File: src/rtl/i2s_source_tx_if.sv
// rtl/i2s_source_tx_if.sv - stereo sample handshake between a PCM producer and the I2S transmitter
interface i2s_source_tx_if;
  logic        s_valid;
  logic        s_ready;
  logic [23:0] l_data;
  logic [23:0] r_data;

  modport master (output s_valid, output l_data, output r_data, input s_ready);
  modport slave  (input s_valid, input l_data, input r_data, output s_ready);
endinterface

File: src/rtl/i2s_source_tx.sv
// rtl/i2s_source_tx.sv - I2S transmitter: 24-bit L/R in 64-bclk frames, one-entry input buffer
module i2s_source_tx (
  input  logic                  clk,
  input  logic                  reset_n,
  input  logic                  run,
  input  logic [7:0]            bclk_div,
  i2s_source_tx_if.slave        s,
  output logic                  bclk,
  output logic                  lrclk,
  output logic                  sdata,
  output logic                  frame_start,
  output logic                  underrun
);

  logic        run_q;
  logic [7:0]  div_lat;
  logic [7:0]  div_cnt;
  logic [5:0]  bit_cnt;
  logic        buf_full;
  logic [23:0] buf_l;
  logic [23:0] buf_r;
  logic [23:0] sh_l;
  logic [23:0] sh_r;

  logic [7:0]  div_eff;
  logic        div_hit;
  logic        fall;
  logic [5:0]  k_next;
  logic        boundary;
  logic        accept;

  // On the first running cycle the divider register is still being loaded, so use the port.
  assign div_eff  = run_q ? div_lat : bclk_div;
  assign div_hit  = (div_cnt == div_eff);
  assign fall     = div_hit && bclk;
  assign k_next   = bit_cnt + 6'd1;
  assign boundary = fall && (k_next == 6'd0);
  assign accept   = s.s_valid && s.s_ready;

  always_ff @(posedge clk or negedge reset_n) begin
    if (!reset_n) begin
      run_q       <= 1'b0;
      div_lat     <= 8'd0;
      div_cnt     <= 8'd0;
      bit_cnt     <= 6'd63;
      bclk        <= 1'b0;
      lrclk       <= 1'b0;
      sdata       <= 1'b0;
      frame_start <= 1'b0;
      underrun    <= 1'b0;
      s.s_ready   <= 1'b0;
      buf_full    <= 1'b0;
      buf_l       <= 24'd0;
      buf_r       <= 24'd0;
      sh_l        <= 24'd0;
      sh_r        <= 24'd0;
    end else if (!run) begin
      run_q       <= 1'b0;
      div_cnt     <= 8'd0;
      bit_cnt     <= 6'd63;
      bclk        <= 1'b0;
      lrclk       <= 1'b0;
      sdata       <= 1'b0;
      frame_start <= 1'b0;
      underrun    <= 1'b0;
      s.s_ready   <= 1'b0;
      buf_full    <= 1'b0;
      sh_l        <= 24'd0;
      sh_r        <= 24'd0;
    end else begin
      run_q       <= 1'b1;
      if (!run_q) begin
        div_lat <= bclk_div;
      end
      frame_start <= boundary;
      // Ready reopens only the cycle after a drain, and drops right after an accept.
      s.s_ready   <= !buf_full && !accept;

      if (div_hit) begin
        div_cnt <= 8'd0;
        bclk    <= !bclk;
      end else begin
        div_cnt <= div_cnt + 8'd1;
      end

      if (fall) begin
        bit_cnt <= k_next;
        lrclk   <= k_next[5];
        if (boundary) begin
          sh_l  <= buf_full ? buf_l : 24'd0;
          sh_r  <= buf_full ? buf_r : 24'd0;
          sdata <= 1'b0;
          if (!buf_full) begin
            underrun <= 1'b1;
          end
        end else if (k_next >= 6'd1 && k_next <= 6'd24) begin
          sdata <= sh_l[23];
          sh_l  <= {sh_l[22:0], 1'b0};
        end else if (k_next >= 6'd33 && k_next <= 6'd56) begin
          sdata <= sh_r[23];
          sh_r  <= {sh_r[22:0], 1'b0};
        end else begin
          sdata <= 1'b0;
        end
      end

      // A same-cycle accept wins: the drain already took the old contents above.
      if (accept) begin
        buf_full <= 1'b1;
        buf_l    <= s.l_data;
        buf_r    <= s.r_data;
      end else if (boundary) begin
        buf_full <= 1'b0;
      end
    end
  end

endmodule

File: src/flat_wrapper.sv
// flat-port wrapper written by rule: the top's interface ports become plain ports
module i2s_source_tx_flat 
  (clk, reset_n, run, bclk_div, bclk, lrclk, sdata, frame_start, underrun, s_s_valid, s_l_data, s_r_data, s_s_ready);
  i2s_source_tx_if s_i ();
  input  logic clk;
  input  logic reset_n;
  input  logic run;
  input  logic [7:0] bclk_div;
  output logic bclk;
  output logic lrclk;
  output logic sdata;
  output logic frame_start;
  output logic underrun;
  input wire logic [$bits(s_i.s_valid)-1:0] s_s_valid;
  input wire logic [$bits(s_i.l_data)-1:0] s_l_data;
  input wire logic [$bits(s_i.r_data)-1:0] s_r_data;
  output wire logic [$bits(s_i.s_ready)-1:0] s_s_ready;
  assign s_i.s_valid = s_s_valid;
  assign s_i.l_data = s_l_data;
  assign s_i.r_data = s_r_data;
  assign s_s_ready = s_i.s_ready;
  i2s_source_tx u_core (.clk(clk), .reset_n(reset_n), .run(run), .bclk_div(bclk_div), .s(s_i), .bclk(bclk), .lrclk(lrclk), .sdata(sdata), .frame_start(frame_start), .underrun(underrun));
endmodule
File: config.mk
export PLATFORM = sky130hd
export DESIGN_NAME = i2s_source_tx_flat
export DESIGN_NICKNAME = d
export VERILOG_FILES = /design/src/rtl/i2s_source_tx_if.sv /design/src/rtl/i2s_source_tx.sv /design/src/flat_wrapper.sv
export SDC_FILE = /design/constraint.sdc
export NUM_CORES = 1
export LEC_CHECK = 0
export CAP_MARGIN = 20
export CORE_MARGIN = 3
export CORE_UTILIZATION = 46
export DETAILED_ROUTE_END_ITERATION = 10
export PLACE_DENSITY_LB_ADDON = 0.12
export SYNTH_ARGS = -nofsm -noshare
export SYNTH_HDL_FRONTEND = slang
export SYNTH_SLANG_ARGS = --single-unit
File: constraint.sdc
create_clock -name clk -period 3.3 [get_ports clk]
set_input_delay 0.66 -clock clk [delete_from_list [all_inputs] [get_ports clk]]
set_output_delay 0.66 -clock clk [all_outputs]
set_load 0.03 [all_outputs]
* Word-level counts from Yosys, hierarchy flattened *
Cells that the tools add are included.

word-level totals
  word-level logic and storage cells = 79
  output and inout bits = 6
  bits in registers = 126

operators by class
  muxes and demuxes = 35
  magnitude comparators = 4
  add/subtract/negate cells = 2
  reduce and logical (&&, ||, !) cells = 14
  equality and inequality tests = 9

operator list
  operator                                                        number
  two-way mux 24 bit                                              11
  two-way mux 8 bit                                               3
  two-way mux 1 bit                                               19
  two-way mux 6 bit                                               2
  != test 3 x 1 -> 1 bit, second input constant                   3
  adder 8 x 1 -> 8 bit, second input constant                     1
  == test 8 bit                                                   1
  adder 6 x 1 -> 6 bit, second input constant                     1
  >= comparator 6 x 1 -> 1 bit, second input constant             1
  >= comparator 6 bit, second input constant                      1
  less-or-equal comparator 6 x 5 -> 1 bit, second input constant  1
  less-or-equal comparator 6 bit, second input constant           1
  logical AND 1 bit                                               6
  zero test 6 bit                                                 1
  != test 2 x 1 -> 1 bit, second input constant                   3
  AND reduction 3 bit                                             2
  AND reduction 2 bit                                             2
  zero test 1 bit                                                 3
  != test 3 x 2 -> 1 bit, second input constant                   1
  != test 2 bit, second input constant                            1

* Longest topological paths before layout *
  depth after elaboration = 8
  mapped depth = 10

* Least setup slack after synthesis *
OpenSTA, ideal clock, no wires.

  path type = reg2reg
  start point = reg u_core.bit_cnt[0]
  end point = reg u_core.sh_l[1]
  stages on the path, launching flop included = 11
  setup slack = 0.789 ns
  data arrival time = 2.387 ns
  path buffers = 3
  clock period less this slack = 2.511 ns
  cells stage by stage = dfstp_2 ha_1 clkbuf_1 and3_1 o211ai_1 a21oi_2 a41oi_1 buf_4 buf_6 a22o_1 mux2_2

between the ends
  cells in the longest elaborated chain, start to end = 6
  elaborated cells between the ends (all ways) = 11
  those cells by class = add/sub: 1; order compare: 2; eq/ne: 1; mux: 3; reduce/logical: 4

ends and longest elaborated chain
  what                                                                                  RTL line             source
  from (decl)                                                                           i2s_source_tx.sv:18  logic [5:0] bit_cnt;
  from (signal assigned)                                                                i2s_source_tx.sv:87  bit_cnt <= k_next;
  adder 6 x 1 -> 6 bit *                                                                i2s_source_tx.sv:36  assign k_next = bit_cnt + 6'd1;
  parallel branches: the longest is 5 deep, another holds >= comparator 6 x 1 -> 1 bit  n/a
  to (signal assigned)                                                                  i2s_source_tx.sv:90  sh_l <= buf_full ? buf_l : 24'd0;
  to (signal assigned)                                                                  i2s_source_tx.sv:98  sh_l <= {sh_l[22:0], 1'b0};
  to (decl)                                                                             i2s_source_tx.sv:22  logic [23:0] sh_l;

Mark *: on every way between the ends. The select of a mux whose other input is x is not followed.
A chain may end at the register's enable or synchronous reset.

* Worst setup path in the final report *
  start point = reg u_core.bit_cnt[0]
  end point = reg u_core.sh_l[13]

The elaborated chain is that of the path after synthesis.

==> flow_metrics.tcl <==
set metrics [dict create \
    area_growth_pct 25.0 \
    fmax_mhz 366 \
    use_met1_pct 22.1 \
    peakVddDrop_v 0.000364 \
    finalCritPeriodShare_pct 82.7 \
    leakagePower_nw 3.25 \
    dp_hpwl_um 6900 \
    tns_ps 0 \
    cts_tree "yes" \
    use_met2_pct 25.3 \
    finalSetupViolCount 0 \
    syn_inst 433 \
    die_x_um 117 \
    start_util_pct 47.4 \
    core_area_mm2 0.0121 \
    grt_pass1_vias 3679 \
    synthTopCellsByArea "dfrtp_1 53%, mux2_2 19%, a22o_1 7.0%, dfstp_2 2.8%, xnor2_1 1.7%" \
    synth_top_cell_by_area "dfrtp_1" \
    place_congestion 0.756 \
    arrival_ps 3020 \
    drt_iter0_markers 256 \
    cts.sinks 126 \
    powerDensity_mw_per_mm2 547 \
    syn-num-nets 497 \
    grtUsageMet3_pct 4.47 \
    rows 40 \
    path_cells "ha_1 > and3_1 > o211ai_1 > a21oi_2 > a41oi_4 > buf_12 > a22o_1 > mux2_2" \
    grt_first_pass_wirelength_um 18400 \
    cts_buffers 17 \
    rsz0062_at_grt "false" \
    synth_edf_count 0 \
    avgSynthCellArea_um2 13.2 \
    synth_seq_cells 126 \
    dp_cells 648 \
    vias 3622 \
    io_pins 66 \
    ys_types 44 \
    post-route-drc-count 0 \
    die_h_um 117 \
    dr.pass1.iters 5 \
    max-cap-violations 0 \
    hold_buffers 0 \
    clkSlewWorstSetupHoldPaths_ps 50 \
    worst_pin_slew_ps 713 \
    fin_crit_ps 2730 \
    via_per_inst 5.33 \
    die-area_mm2 0.0138 \
    crit_type "reg -> reg" \
    required_ps 3590 \
    end_kind "flop" \
    grt_max_degree 73 \
    syn_area_mm2 0.00572 \
    io_buffer_count 65 \
    drv_slew 0 \
    cts_buffer_depth 2 \
    grt_antenna_before_repair 0 \
    clock_latency_ps 410 \
    finClkSkew_ps 5.39 \
    cts_setup_buffers 0 \
    grt.busiest_layer "met2" \
    critPathSlowestCell "dfstp_2" \
    htree_num_levels 4 \
    nets 563 \
    maxSlewHeadroom_pct 52.5 \
    critPathMaxStageDelay_ps 610 \
    grt-ovfl-total 0 \
    finalHoldViolCount 0 \
    drtAntennaViolNets 0 \
    ys.flop_type "dfrtp_1" \
    synthArstFlopShare_pct 100 \
    ys.warnings.count 0 \
    root_buffer "clkbuf_16" \
    grtUsageTotal_pct 16.5 \
    drive_gt1_share_pct 29.4 \
    crit_fanout 47 \
    n_antenna_cell 0 \
    routed_wl_um 10600 \
    hp-class "in -> async" \
    cts_resized 0 \
    outcome "finished clean" \
    layoutNonFillerInstCount 679 \
    synth_top_area_share_pct 52.5 \
    wire_per_inst_um 15.6 \
    ys_seq_area_share_pct 55.3 \
    cp-start-kind "flop" \
]
[critical path: cells and delay by family (launching register included)]
kind,cells,cell delay (ps)
multiplexers,1,260
AO/OA/AOI/OAI,4,930
AND/OR/NAND/NOR,1,200
flip-flops,1,610
buffers and inverters,1,230
adder cells (fa/ha/maj),1,360
[power by group]
| group | internal [mW] | leakage, nW | switching [mW] |
|---|---|---|---|
| clock network | 1.08 | 0.270 | 0.626 |
| registers | 1.72 | 1.61 | 0.0984 |
| logic | 0.233 | 1.37 | 0.150 |
[area by class of cell]
| cell class | instances | area [µm²] |
|---|---|---|
| clock buffers | 24 | 482 |
| clock inverters | 7 | 62.6 |
| fillers | 992 | 4910 |
| inverters | 7 | 26.3 |
| multi-input cells | 272 | 2390 |
| flip-flops and latches | 126 | 3160 |
| well taps | 168 | 210 |
| repair buffers | 75 | 811 |
[state kept, by name (all words and copies together) (netlist names)]
register,count
u_core.frame_start,1
u_core.buf_l,24
u_core.sdata,1
u_core.run_q,1
u_core.div_lat,8
u_core.div_cnt,8
u_core.s.s_ready,1
u_core.sh_l,24
u_core.buf_full,1
u_core.lrclk,1
u_core.sh_r,24
u_core.bit_cnt,6
u_core.bclk,1
u_core.underrun,1
u_core.buf_r,24
[synthesized netlist by cell type (3+ instances only)]
master    number
a21oi_1        7
a22o_1        46
a31oi_1        3
and3_1         6
buf_1          6
buf_2          5
buf_4          5
buf_6          4
clkbuf_1       8
dfrtp_1      120
dfstp_2        6
ha_1           4
inv_1          7
mux2_2        96
mux2i_1        9
nand2_1       14
nand3_1       13
nor2_1        13
nor3_1         3
o21ai_0        9
or3_1          4
xnor2_1       11
xor2_1         6
[stage by stage]
stage	hold WS, ps	setup WS, ps	power (mW)	util [%]	cell area [µm²]
5_1_grt	365	408	4.08	59.3	7150
2_1_floorplan	364	789	2.06	-	5720
3_5_place_dp	467	246	2.24	54.7	6600
6_report	317	569	3.91	59.3	7150
3_3_place_gp	465	268	2.22	54.7	6600
4_1_cts	322	579	3.96	59.3	7150
[metal layers]
layer,wire (µm),share of wire (%),vias to the layer above
met5,0,0,-
li1,-,-,1713
met3,396,3.7,11
met1,4950,47,1825
met4,157,1.5,0
met2,5090,48,73
[cells in the final DEF, fill, tap and decap left out, drive strengths merged, types with 2 or more instances in the layout]
| cell type | instances |
|---|---|
| inv | 7 |
| xnor2 | 11 |
| dfstp | 6 |
| clkinv | 5 |
| or3 | 4 |
| nand4 | 2 |
| clkdlybuf4s50 | 64 |
| and3 | 6 |
| mux2 | 98 |
| nand3 | 14 |
| xor2 | 6 |
| nor2 | 13 |
| o21ai | 11 |
| a21oi | 8 |
| ha | 4 |
| a211o | 2 |
| buf | 11 |
| nor3 | 3 |
| nand2 | 14 |
| dfrtp | 120 |
| mux2i | 9 |
| clkbuf | 24 |
| nor4 | 2 |
| a31oi | 3 |
| a211oi | 2 |
| a22o | 46 |
| nor2b | 2 |
[kinds of logic after synthesis]
kind of cell	share of synthesized area [%]
DFF	55.3
muxes	20.9
AOI/OAI and AO/OA	10.5
and+or+nand+nor	6.54
buffers and inverters	3.26
xor gates and xnor gates	2.60
adders and majority gates	0.876
[worst paths after layout]
| check | endpoint | slack [ps] | startpoint | cells past startpoint |
|---|---|---|---|---|
| setup / recovery | u_core.sh_l[13] | 570 | u_core.bit_cnt[0] | 8 |
| hold / removal | u_core.buf_l[3] | 320 | reset_n | 1 |
| setup reg to reg | u_core.sh_l[13] | 570 | u_core.bit_cnt[0] | 8 |
| hold reg to reg | u_core.sh_r[0] | 490 | u_core.buf_r[0] | 2 |
| max in group asynchronous | u_core.buf_r[7] | 2160 | reset_n | 2 |
| min in group clk | u_core.sh_r[0] | 490 | u_core.buf_r[0] | 2 |
(Power assumes the default switching activity.)
